===== src/rtl/cpu_ctrl_fsm.sv =====
// cpu_ctrl_fsm: multi-cycle control unit for the 8-bit CPU datapath.
// It fetches a 32-bit word over a req/ack handshake, decodes it, and drives
// the ALU selects and register-file addresses. Each instruction ends with a
// one-cycle reg_we/pc_en pulse.
// Ports: clk, rst (async, active-high), run, imem_req/imem_ack/instr (fetch),
//   ir, alu_op, imm_sel, sub_sel, wr_addr, rd_addr1, rd_addr2, imm (decode),
//   reg_we, pc_en (writeback pulses), err, err_code (sticky error).
// Optional: define CPU_CTRL_PERF_EN to add the retired[15:0] counter port.
module cpu_ctrl_fsm #(
   parameter int unsigned IMEM_TO = 15
) (
   input  logic        clk,
   input  logic        rst,
   input  logic        run,
   output logic        imem_req,
   input  logic        imem_ack,
   input  logic [31:0] instr,
   output logic [31:0] ir,
   output logic [2:0]  alu_op,
   output logic        imm_sel,
   output logic        sub_sel,
   output logic [2:0]  wr_addr,
   output logic [2:0]  rd_addr1,
   output logic [2:0]  rd_addr2,
   output logic [7:0]  imm,
   output logic        reg_we,
   output logic        pc_en,
`ifdef CPU_CTRL_PERF_EN
   output logic [15:0] retired,
`endif
   output logic        err,
   output logic [1:0]  err_code
);

   typedef enum logic [2:0] {
      IDLE, FETCH, DECODE, EXEC, WB, ERR
   } state_t;

   state_t     state;
   logic [7:0] to_cnt;

   // Address fields follow ir directly, so they only move when ir loads.
   assign wr_addr  = ir[18:16];
   assign rd_addr1 = ir[10:8];
   assign rd_addr2 = ir[2:0];
   assign imm      = ir[7:0];

   always_ff @(posedge clk or posedge rst) begin
      if (rst) begin
         state    <= IDLE;
         to_cnt   <= '0;
         ir       <= '0;
         imem_req <= 1'b0;
         alu_op   <= '0;
         imm_sel  <= 1'b0;
         sub_sel  <= 1'b0;
         reg_we   <= 1'b0;
         pc_en    <= 1'b0;
         err      <= 1'b0;
         err_code <= '0;
`ifdef CPU_CTRL_PERF_EN
         retired  <= '0;
`endif
      end else begin
         reg_we <= 1'b0;
         pc_en  <= 1'b0;
         unique case (state)
            IDLE: begin
               if (run) begin
                  state    <= FETCH;
                  imem_req <= 1'b1;
                  to_cnt   <= '0;
               end
            end
            FETCH: begin
               // to_cnt holds the number of earlier ack-low cycles, so an
               // ack on the IMEM_TO-th cycle still wins over the timeout.
               if (imem_ack) begin
                  ir       <= instr;
                  imem_req <= 1'b0;
                  state    <= DECODE;
               end else if (to_cnt == 8'(IMEM_TO - 1)) begin
                  imem_req <= 1'b0;
                  err      <= 1'b1;
                  err_code <= 2'b10;
                  state    <= ERR;
               end else begin
                  to_cnt <= to_cnt + 8'd1;
               end
            end
            DECODE: begin
               state <= EXEC;
               case (ir[31:24])
                  8'h00: begin
                     alu_op  <= 3'b000;
                     imm_sel <= 1'b1;
                     sub_sel <= 1'b0;
                  end
                  8'h01: begin
                     alu_op  <= 3'b000;
                     imm_sel <= 1'b0;
                     sub_sel <= 1'b0;
                  end
                  8'h02: begin
                     alu_op  <= 3'b001;
                     imm_sel <= 1'b0;
                     sub_sel <= 1'b0;
                  end
                  8'h03: begin
                     alu_op  <= 3'b001;
                     imm_sel <= 1'b0;
                     sub_sel <= 1'b1;
                  end
                  8'h04: begin
                     alu_op  <= 3'b010;
                     imm_sel <= 1'b0;
                     sub_sel <= 1'b0;
                  end
                  8'h05: begin
                     alu_op  <= 3'b011;
                     imm_sel <= 1'b0;
                     sub_sel <= 1'b0;
                  end
                  default: begin
                     err      <= 1'b1;
                     err_code <= 2'b01;
                     state    <= ERR;
                  end
               endcase
            end
            EXEC: begin
               // Pulses are registered, so they are set on the way into WB.
               state  <= WB;
               reg_we <= 1'b1;
               pc_en  <= 1'b1;
            end
            WB: begin
`ifdef CPU_CTRL_PERF_EN
               retired <= retired + 16'd1;
`endif
               if (run) begin
                  state    <= FETCH;
                  imem_req <= 1'b1;
                  to_cnt   <= '0;
               end else begin
                  state <= IDLE;
               end
            end
            ERR: begin
               state    <= ERR;
               imem_req <= 1'b0;
            end
            default: state <= IDLE;
         endcase
      end
   end

endmodule


===== config.mk =====
export PLATFORM = sky130hd
export DESIGN_NAME = cpu_ctrl_fsm
export DESIGN_NICKNAME = d
export VERILOG_FILES = /design/src/rtl/cpu_ctrl_fsm.sv
export SDC_FILE = /design/constraint.sdc
export NUM_CORES = 1
export LEC_CHECK = 0
export CELL_PAD_IN_SITES_DETAIL_PLACEMENT = 1
export CELL_PAD_IN_SITES_GLOBAL_PLACEMENT = 1
export CORE_MARGIN = 1.5
export CORE_UTILIZATION = 35
export DETAILED_ROUTE_END_ITERATION = 12
export PLACE_DENSITY_LB_ADDON = 0.1
export SLEW_MARGIN = 25
export SYNTH_ARGS = -nofsm -noshare
export SYNTH_HDL_FRONTEND = slang
export SYNTH_SLANG_ARGS = --single-unit

===== constraint.sdc =====
create_clock -name clk -period 5.4 [get_ports clk]
set_clock_uncertainty 0.15 [all_clocks]
set_input_delay 1.08 -clock clk [delete_from_list [all_inputs] [get_ports clk]]
set_output_delay 1.08 -clock clk [all_outputs]
set_load 0.01 [all_outputs]

# == Yosys cells after proc, flatten, opt, wreduce, memory -nomap -nowiden ==
# Index checks and enable logic that the tools add are counted.
# totals
in_bits,36
register_bits,53
out_inout_bits,60
# op_classes
n_reduce_logical,22
n_mux,26
eq_ne,18
n_addsub,1
# ops
cell,n
$mux 8,3
$pmux 3 s6,1
$eq 8x2->1 const B,2
$eq 8x3->1 const B,2
$pmux 8 s2,1
$mux 3,4
$pmux 3 s4,1
$ne 2x2->1 const B,5
$reduce_and 2->1,5
$reduce_or 5->1,2
$add 8x1->8 const B,1
$eq 8x1->1 const B,1
$eq 8x4->1 const B,1
$logic_not 8->1,1
$mux 1,8
$reduce_and 4->1,2
$reduce_bool 2->1,4
$eq 3x2->1 const B,2
$eq 3x3->1 const B,2
$mux 2,3
$pmux 1 s2,3
$reduce_or 2->1,3
$reduce_or 6->1,1
$pmux 2 s2,1
8 further kinds,8

# == Longest topological paths before layout ==
# Gate-level depths: netlist (run 1).
# depth
word_depth,4
mapped_depth,6
depth_no_buf,5

# == Worst setup path before layout (run 1) ==
# OpenSTA, ideal clock, no wires.
# synth_timing
path_type,in2reg
start,input imem_ack
end,register to_cnt[5]
path_slack_ns,2.862
setup_ns,0.077
stages,4
arrival_ns,2.311
n_path_buf,1
path_cell_list,or4b_1 > buf_2 > or4_1 > a21oi_1
# synth_via
elab_chain_cells,2
# synth_rtl
item,line,rtl
from (decl),16,"input logic imem_ack,"
$ne 2x2->1 (no source line),-,
$reduce_and 4->1 (no source line),-,
to (signal assigned),88,to_cnt <= to_cnt + 8'd1;
to (decl),40,logic [7:0] to_cnt;
# Every way passes these cells.
# A chain may end at the register's enable or synchronous reset.

# == Final worst setup path (run 1) ==
# Same ends and word-level chain as after synthesis.

==> impl_summary.txt, run 1 <==
----------------------------------------------------
[Clock tree]
  Clock transition at the register clock pins on the worst setup and hold paths after CTS ... 0.10 ns
  Clock Latency Late Sink ... 0.30 ns
  Resized Gates After CTS ... 0
  Largest buffer count on any clock path ... 2
  Number of clock buffers inserted by TritonCTS ... 5
  Number of sinks handled by clock tree synthesis ... 52
  CTS root buf ... sky130_fd_sc_hd__clkbuf_8
  H-tree levels ... 2
  # Post-CTS Setup Buffers ... 0
  CTS tree ... yes
  Hold buffers post-CTS ... 0

[Synth]
  Seq cells post-synth ... 52
  Async set-or-reset flop fraction in the synthesized netlist ... 100%
  Warnings, synthesis ... 0
  Share of Yosys cell area claimed by the top area cell type ... 53.5%
  Post-synthesis cell type count ... 47
  Post-synthesis instance area ... 2430 µm²
  Sequential element share of the synthesized area ... 53.5%
  Count of mapped cells out of synthesis ... 201
  Cell type contributing the most total cell area after synthesis ... sky130_fd_sc_hd__dfrtp_1
  Avg Inst Size Synth ... 12.1 µm²
  Number of enable-type register cells in the synthesized netlist ... 0
  Cell types with the largest area share after synthesis ... sky130_fd_sc_hd__dfrtp_1, sky130_fd_sc_hd__mux2_2, sky130_fd_sc_hd__buf_4, sky130_fd_sc_hd__mux2i_1, sky130_fd_sc_hd__inv_1
  Synthesized netlist net count ... 239
  Prevailing post-synth register cell ... sky130_fd_sc_hd__dfrtp_1

[Global routing]
  Met2 track utilization from global routing ... 23.5%
  Total global-route track usage ... 15.8%
  Largest net degree at the start of global routing ... 53
  Met3 routing resource usage after global routing ... 5.90%
  First-pass GRT wire length ... 9340 µm
  Total congestion overflow ... 0
  Fraction of met1 tracks used by global routing ... 21.5%
  Vias in the first global route ... 1887
  GRT Max-Usage Layer ... met2
  Initial antenna violation count ... 0

[Critical path]
  Endpoint required time on the critical path ... 5.47 ns
  Worst Setup Path Type ... in -> reg
  Worst reg2reg setup slack ... 3.17 ns
  Type of element launching the critical path ... input pin
  Endpoint kind of the worst setup timing path ... flop
  Cell chain of the critical path ... clkdlybuf4s50_1 > or4b_1 > or4_1 > a21oi_1
  Worst-path cell with the longest stage delay ... sky130_fd_sc_hd__or4b_1
  Worst endpoint data arrival time ... 2.93 ns
  Maximum fanout encountered on the critical timing path ... 9
  Worst path max stage delay ... 0.67 ns

[Die]
  Count of boundary I/O pins ... 96
  Initial standard-cell utilization of the core ... 36.0%
  Horizontal die dimension ... 86.4 µm
  Die boundary height ... 86.4 µm
  Site row count ... 30
  Die area ... 7460 µm²
  Core region area ... 6760 µm²

[Power]
  Clock network power share ... 11.8%
  Cell internal power dissipation ... 1220 µW
  P_sw ... 642 µW
  Final Total Pwr ... 1870 µW
  Pwr per Cell Area ... 550 nW/µm²
  Peak supply drop ... 0.254 mV
  Switching Fraction ... 34.4%
  Combinational Power Share ... 50.3%
  Leakage Power ... 0.00139 µW
  Part of the power in registers ... 38.0%

[Cells and area]
  Net total in the final layout ... 315
  Filler Cells Inserted ... 729
  Area Growth Syn to Fin ... 39.4%
  Total inserted antenna cells ... 0
  Share of post-route cells with drive strength above 1 ... 17.6%

[STA]
  Max Clk Rate ... 350 MHz
  Time the final worst path needs with I/O delays and setup ... 2.86 ns
  Setup-violating endpoint count in the final report ... 0
  Tightest Pin Transition ... 0.664 ns
  Final hold vios ... 0
  Setup repair after global routing missed its margin ... no
  Relative slew margins ... 55.7%
  Total negative slack ... 0 ns
  Final period util ... 52.9%
  Fin. max-slew vios ... 0

[Detailed routing]
  Number of DRC markers in iteration 0 ... 23
  Via-per-instance ratio ... 5.08
  Pre-antenna DRT Iters ... 4
  Vias ... 1817
  Residual DRC count ... 0
  Wirelength, routed ... 5630 µm
  Detail-routed net length per standard cell ... 15.7 µm
  Antenna violation net count after detailed routing ... 0

[Run status]
  Run status ... finished clean

[Placed design]
  Routability-driven placement congestion ratio ... 0.775
  Half-perimeter wire length of the detailed placement result ... 4030 µm
  PortBufs ... 94

[Min path]
  Hold WC Path Type ... reg -> reg

[Run]
  Maximum capacitance violations ... 0

----------------------------------------------------
layer usage:
metal  part of all wire [%]  wire length [µm]
met1                     48              2670
met2                     43              2420
met3                    8.3               465
met4                    1.2                68
met5                      0                 0
Yosys cell counts (all sizes together) (3+ instances only):
master / number
a211oi: 3
a21oi: 6
buf: 26
dfrtp: 52
inv: 9
mux2: 32
mux2i: 5
nand2: 9
nand3: 3
nand4: 3
nor2: 5
nor3b: 3
o31ai: 3
or4: 3
final timing paths:
kind	from	cells after the start	end
hold reg to reg	ir[21]	1	ir[21]
max in group asynchronous	rst	3	ir[16]
hold / removal	ir[21]	1	ir[21]
setup / recovery	imem_ack	4	to_cnt[5]
min in group asynchronous	rst	3	ir[8]
setup reg to reg	to_cnt[0]	5	to_cnt[0]
cell usage in the layout (no fill, tap or decap), types with 2 or more instances in the layout:
cell type / n
sky130_fd_sc_hd__a211oi_1: 3
sky130_fd_sc_hd__a21oi_1: 6
sky130_fd_sc_hd__a31o_2: 2
sky130_fd_sc_hd__and2_1: 2
sky130_fd_sc_hd__and3_1: 2
sky130_fd_sc_hd__buf_4: 2
sky130_fd_sc_hd__clkbuf_1: 2
sky130_fd_sc_hd__clkbuf_8: 5
sky130_fd_sc_hd__clkdlybuf4s50_1: 94
sky130_fd_sc_hd__dfrtp_1: 52
sky130_fd_sc_hd__ha_1: 2
sky130_fd_sc_hd__inv_1: 8
sky130_fd_sc_hd__mux2_2: 32
sky130_fd_sc_hd__mux2i_1: 5
sky130_fd_sc_hd__nand2_1: 9
sky130_fd_sc_hd__nand2b_1: 2
sky130_fd_sc_hd__nand3_1: 3
sky130_fd_sc_hd__nand4_1: 3
sky130_fd_sc_hd__nor2_1: 5
sky130_fd_sc_hd__nor3_1: 2
sky130_fd_sc_hd__nor3b_1: 3
sky130_fd_sc_hd__nor4_1: 2
sky130_fd_sc_hd__o31ai_1: 3
sky130_fd_sc_hd__or3b_2: 2
sky130_fd_sc_hd__or4_1: 3
registers in the layout, summed over array words and instances, names as in the netlist:
name and cells:
ir 32, to_cnt 8, state 3, alu_op 2, err_code 2, err 1, imem_req 1, imm_sel 1
pc_en 1, sub_sel 1
area by class of cell:
type | count | area (µm²) | share of cell area, %
sequential | 52 | 1300 | 38.4
timing repair buffer | 96 | 956 | 28.2
multi-input combinational | 113 | 916 | 27.0
tap | 80 | 100 | 2.95
clock buffer | 7 | 76.3 | 2.25
inverter | 9 | 33.8 | 0.996
clock inverter | 1 | 8.76 | 0.258
power by group through the flow:
| stage | Clock, µW | Sequential, µW | Combinational [µW] |
|---|---|---|---|
| CTS | 229 | 712 | 952 |
| detailed placement | 0 | 717 | 945 |
| finish | 220 | 708 | 938 |
| floorplan | 0 | 747 | 470 |
| global route | 240 | 738 | 1010 |
| global placement | 0 | 711 | 934 |
cells by family after synthesis:
group	after synthesis	synth area share (%)
flip-flops	52	53.5
AND/OR/NAND/NOR	45	11.3
multiplexers	37	16.9
buffers and inverters	36	8.89
AO/OA/AOI/OAI	28	8.33
adder cells (fa/ha/maj)	2	1.03
other	1	0.154
worst max-delay path, delay by kind of cell:
kind / cells / cell delay, ns
buffers and inverters: 1 / 0.47
AND/OR/NAND/NOR: 2 / 1.22
AO/OA/AOI/OAI: 1 / 0.16
per-stage QoR:
step / area (µm²) / utilization, % / hold slack (ns) / cells / worst slack (ns)
after floorplan: 2430 / - / 0.351 / 201 / 2.86
after global placement: 3310 / 48.9 / 0.327 / 350 / 2.30
after detailed placement: 3310 / 48.9 / 0.346 / 350 / 2.27
after CTS: 3390 / 50.2 / 0.367 / 358 / 2.56
after global routing: 3390 / 50.2 / 0.394 / 358 / 2.48
final: 3390 / 50.2 / 0.366 / 358 / 2.54
Note: power is estimated with default switching activity, not from simulation.
==> inputs of run 2 (changes only) <==
--- a/config.mk
+++ b/config.mk
@@ -8,7 +8,7 @@
 export CELL_PAD_IN_SITES_DETAIL_PLACEMENT = 1
 export CELL_PAD_IN_SITES_GLOBAL_PLACEMENT = 1
 export CORE_MARGIN = 1.5
-export CORE_UTILIZATION = 35
+export CORE_UTILIZATION = 33
 export DETAILED_ROUTE_END_ITERATION = 12
 export PLACE_DENSITY_LB_ADDON = 0.1
 export SLEW_MARGIN = 25
==> constraint.sdc (replaced) <==
create_clock -name clk -period 2.9 [get_ports clk]
set_clock_uncertainty 0.15 [all_clocks]
set_input_delay 0.58 -clock clk [delete_from_list [all_inputs] [get_ports clk]]
set_output_delay 0.58 -clock clk [all_outputs]
set_load 0.01 [all_outputs]
==> run 2 against run 1 <==
Final cell count is 5.6% higher. Highest routed layer unchanged. Non-clock buffer count is 1 higher. Combinational power is 89% higher. Sequential power is 86% higher. Design area is 1.8% higher. Total power is 88% higher. Register-to-register slack worse by 2.5 ns. Critical path type unchanged. Count of clock-buffer cells in the layout is 1 higher.
==> impl_summary.txt, run 2 (same netlist as run 1, synthesis figures left out) <==
----------------------------------------------------
[STA]
  Final period util ... 80.4%
  WHS ... 0.360 ns (-0.00618 ns)
  Total negative slack ... 0 ns (unchanged)
  Setup repair after global routing missed its margin ... no
  Final hold vios ... 0 (unchanged)
  Fin. max-slew vios ... 0 (unchanged)
  Time the final worst path needs with I/O delays and setup ... 2.33 ns
  Setup-violating endpoint count in the final report ... 0 (unchanged)
  Max Clk Rate ... 429 MHz

[Critical path]
  Endpoint required time on the critical path ... 2.98 ns (-2.49 ns)
  Worst path max stage delay ... 0.66 ns (about the same)
  Endpoint kind of the worst setup timing path ... flop
  Worst Setup Path Type ... in -> reg
  Combined buffer and inverter count along the critical path ... 1 (unchanged)
  Worst reg2reg path startpoint ... to_cnt[0]
  Endpoint of the most critical register-to-register path ... to_cnt[1]
  Worst reg2reg setup slack ... 0.64 ns (-2.53 ns)
  Cell chain of the critical path ... clkdlybuf4s50_1 > or4b_1 > or4_1 > a21oi_1
  Worst path top cell family by delay ... simple AND/OR/NAND/NOR gates
  Maximum fanout encountered on the critical timing path ... 9 (unchanged)
  Worst endpoint data arrival time ... 2.41 ns (-0.52 ns)
  Worst-path cell with the longest stage delay ... sky130_fd_sc_hd__or4b_1
  Number of cells traversed by the worst register-to-register path ... 5 (unchanged)
  Type of element launching the critical path ... input pin

[Die]
  Site row count ... 31 (+3.3%)
  Die boundary height ... 88.9 µm (+2.9%)
  Core region area ... 7180 µm² (+6.2%)
  Count of boundary I/O pins ... 96 (unchanged)
  Initial standard-cell utilization of the core ... 33.9% (-2.1 points)
  Horizontal die dimension ... 88.9 µm (+2.9%)
  Die area ... 7900 µm² (+5.8%)

[Detailed routing]
  Number of DRC markers in iteration 0 ... 77 (+230%)
  Detail-routed net length per standard cell ... 15.5 µm (-1.4%)
  Residual DRC count ... 0 (unchanged)
  Wirelength, routed ... 5860 µm (+4.1%)
  Vias ... 1826 (+0.50%)
  Antenna violation net count after detailed routing ... 0 (unchanged)
  Via-per-instance ratio ... 4.83 (-4.8%)
  Pre-antenna DRT Iters ... 4 (unchanged)

[Cells and area]
  Combined area of the multi-input logic cells ... 916 µm² (unchanged)
  Number of cells in the finished layout apart from fillers ... 378 (+5.6%)
  Net total in the final layout ... 316 (+0.32%)
  Commonest cells after routing, fill and taps aside ... sky130_fd_sc_hd__clkdlybuf4s50_1, sky130_fd_sc_hd__dfrtp_1, sky130_fd_sc_hd__mux2_2
  Area Growth Syn to Fin ... 41.9%
  Area used by sequential logic in the layout ... 1300 µm² (unchanged)
  Largest register FFs ... 32 (unchanged)
  Filler Cells Inserted ... 752 (+3.2%)
  Total inserted antenna cells ... 0 (unchanged)
  Fin util ... 48.1% (-2.1 points)
  Biggest regs ... ir (32), to_cnt (8), state (3)
  Most common library cell in the layout ignoring fill and taps ... sky130_fd_sc_hd__clkdlybuf4s50_1
  Share of post-route cells with drive strength above 1 ... 17.9% (+0.30 points)
  Largest register by flop count ... ir

[Clock tree]
  Clock transition at the register clock pins on the worst setup and hold paths after CTS ... 0.09 ns (about the same)
  # Post-CTS Setup Buffers ... 0 (unchanged)
  Number of sinks handled by clock tree synthesis ... 52 (unchanged)
  CTS tree ... yes
  Clock Latency Late Sink ... 0.30 ns (about the same)
  Hold buffers post-CTS ... 0 (unchanged)
  Largest buffer count on any clock path ... 2 (unchanged)
  Resized Gates After CTS ... 0 (unchanged)
  Number of clock buffers inserted by TritonCTS ... 5 (unchanged)
  CTS root buf ... sky130_fd_sc_hd__clkbuf_8
  H-tree levels ... 2 (unchanged)

[Placed design]
  Placed cells ... 370 (+5.7%)
  Half-perimeter wire length of the detailed placement result ... 4280 µm (+6.2%)
  PortBufs ... 94 (unchanged)
  Routability-driven placement congestion ratio ... 0.738 (-4.8%)

[Min path]
  Hold EP ... ir[20]
  Hold WC Path Type ... reg -> reg
  Worst Hold Path Cells ... 1 (unchanged)
  Worst Hold Launch ... ir[20]

[Power]
  Final Total Pwr ... 3520 µW (+88%)
  Pwr per Cell Area ... 1020 nW/µm² (+85%)
  Peak supply drop ... 0.426 mV (+68%)
  Leakage Power ... 0.00140 µW (+1.2%)

[Global routing]
  Total global-route track usage ... 16.1% (+0.35 points)
  Total congestion overflow ... 0 (unchanged)
  Initial antenna violation count ... 0 (unchanged)
  First-pass GRT wire length ... 9540 µm (+2.2%)
  Vias in the first global route ... 1877 (-0.53%)
  Largest net degree at the start of global routing ... 53 (unchanged)

[Run]
  Maximum capacitance violations ... 0 (unchanged)

[Run status]
  Run status ... finished clean

----------------------------------------------------
-- run 2: worst reg2reg max path, delay by kind of cell (launching register included) --
kind                     cells  cell delay (ns)
AO/OA/AOI/OAI                1             0.40
flip-flops                   1             0.48
multiplexers                 1             0.24
buffers and inverters        1             0.09
adder cells (fa/ha/maj)      1             0.16
AND/OR/NAND/NOR              1             0.67
-- run 2: cell type report --
class,count,area share (%)
clock buffer,8,2.61
tap,99,3.59
inverter,9,0.978
multi-input combinational,113,26.5
sequential,52,37.7
timing repair buffer,97,28.6
-- run 2: through the flow --
step,setup slack (ns),cell area [µm²]
5_1_grt,0.477,3450
6_report,0.569,3450
4_1_cts,0.572,3450
3_5_place_dp,0.244,3360
2_1_floorplan,0.862,2430
3_3_place_gp,0.286,3360
-- run 2: power breakdown --
group          total [µW]  switching, µW  internal, µW
registers            1320            286          1030
clock network         426            231           195
logic                1770            678          1090
-- run 2: per-layer routing --
layer / global-route usage, % / wire [µm] / part of all wire [%]
met5: 0 / 0 / 0
met4: 5.11 / 70 / 1.2
met3: 6.16 / 493 / 8.4
met2: 24.4 / 2680 / 46
met1: 21.4 / 2620 / 45
-- run 2: how the worst max path moves through the flow --
| stage | from | endpoint | slack (ns) | depth (start not counted) |
|---|---|---|---|---|
| detailed placement | imem_ack | to_cnt[5] | 0.24 | 4 |
| global placement | imem_ack | to_cnt[5] | 0.29 | 4 |
| floorplan | imem_ack | to_cnt[5] | 0.86 | 4 |
| CTS | imem_ack | to_cnt[7] | 0.57 | 4 |
| finish | imem_ack | to_cnt[7] | 0.57 | 4 |
| global route | to_cnt[0] | to_cnt[1] | 0.48 | 5 |
==> variant: new RTL, flow settings as in run 2 <==
Make the reset (`rst`) synchronous in one clocked block. Comments in the files are not updated.
--- a/src/rtl/cpu_ctrl_fsm.sv
+++ b/src/rtl/cpu_ctrl_fsm.sv
@@ -45,7 +45,7 @@
    assign rd_addr2 = ir[2:0];
    assign imm      = ir[7:0];
 
-   always_ff @(posedge clk or posedge rst) begin
+   always_ff @(posedge clk) begin
       if (rst) begin
          state    <= IDLE;
          to_cnt   <= '0;
Function: differs if rst is asserted again (counterexample within 4 cycles, from zero or initial values and one cycle with rst high); with rst held inactive, the same outputs for 10 cycles.
==> variant against run 2 <==
Final cell count rose by 11%; register-to-register slack better by 0.24 ns; area after synthesis down 9.4%; the flow now finishes with violations (design-rule violations); critical path depth increased by 1; highest routed layer unchanged; sequential cell count unchanged; routed wire length shrank 2.5%; final area is 8.6% lower; critical path type unchanged; setup slack improved by 0.14 ns.
Power is not compared: it rests on default switching activity, and its combinational part moved more than twofold at a synthesized area within 25%.
==> variant: results (changes against run 2) <==
* Final HPWL DP at 4100 microns (-4.2%)
* Non-clk buf share at 0.306 (+0.0198)
* M1 WL at 2510 microns (-4.0%)
* Critical path data arrival time at 2.27 ns (-0.14 ns)
* Syn Area/Cell at 8.20 sq um (-32%)
* Area contributors post-synth: dfxtp_1 47%, nand2_1 12%, a21oi_1 10%, buf_4 6.5%, or3_1 2.0%
* Comb_multi_in at 179 (+58%)
* CP max FO at 12 (+3)
* Met3 global-route usage at 0.0560 (-0.00552)
* R2r startpoint: to_cnt[4]
* Fin nets at 378 (+20%)
* Register area at 1040 sq um (-20%)
* Routed met2 length at 2710 microns (+1.5%)
* Routed vias at 2,068 (+13%)
* Sequential share of the synthesized area at 0.472 (-0.0628)
* Fmax at 0.457 GHz (+6.4%)
* Met2 Track Usage GR at 0.264 (+0.0202)
* Non-clk bufs at 98 (+1.0%)
* R2R depth at 4 (-1)
* HP Start: sub_sel
* Pre-CTS WS at 0.398 ns (+0.154 ns)
* Area of the multi-input gates at 948 sq um (+3.6%)
* Clk tree area frac at 0.0285 (+0.00245)
* FF+latch count at 52 (unchanged)
* DRC viols at 8 (+8)
* Crit path to: to_cnt[7]
* Crit path largest cell delay at 0.54 ns (-0.12 ns)
* M1 GR Usage at 0.210 (-0.00408)
* # placed instances at 410 (+11%)
* WHS Endpoint: sub_sel
* Synth top cells by count: 73 x nand2_1, 52 x dfxtp_1, 45 x a21oi_1, 19 x buf_4, 10 x clkbuf_1
* Syn_nets at 307 (+28%)
* Placer congestion estimate at 0.775 (+5.1%)
* FF-to-FF setup slack at 0.88 ns (+0.24 ns)
* Wire per inst at 13.7 microns (-12%)
* Share of cells above drive strength 1 at 0.0557 (-0.123)
* Non-Filler Instances at 418 (+11%)
* Non-clk invs at 4 (-5)
* Outcome: finished with violations
* Placed Area at 3070 sq um (-8.8%)
* FFs w/ async S/R, synth at 0 (-1.00)
* Global-route wire length before repair at 9510 microns (-0.36%)
* GRT Resource Usage Total at 0.165 (+0.00318)
* Hold path depth at 2 (+1)
* First-pass DRT Iterations at 10 (+6)
* Routed length on met3 at 428 microns (-13%)
* Failing checks: design-rule violations
* Fin area at 3160 sq um (-8.6%)
variant: cell count changes in the layout (fill, tap and decap cells not counted), moves of 6 or more:
cell	change
a21oi_1	+39
dfrtp_1	-52
dfxtp_1	+52
mux2_2	-32
nand2_1	+64
or3_1	+6
variant: power groups by stage:
stage | combinational, mW | clock, mW | sequential [mW]
floorplan | 0.108 | 0 | 0.784
CTS | 0.234 | 0.444 | 0.767
finish | 0.229 | 0.425 | 0.766
detailed placement | 0.233 | 0 | 0.783
global route | 0.251 | 0.480 | 0.771
global placement | 0.230 | 0 | 0.782
variant: cell families (layout without fill, tap and decap cells):
| group | after synthesis | count (layout) | share of synthesized area |
|---|---|---|---|
| AOI/OAI and AO/OA | 62 | 62 | 0.158 |
| xor gates and xnor gates | 2 | 2 | 0.00794 |
| adders and majority gates | 2 | 2 | 0.0113 |
| buffers and inverters | 38 | 110 | 0.102 |
| DFF | 52 | 52 | 0.472 |
| other | 1 | 1 | 0.00170 |
| and+or+nand+nor | 112 | 112 | 0.247 |
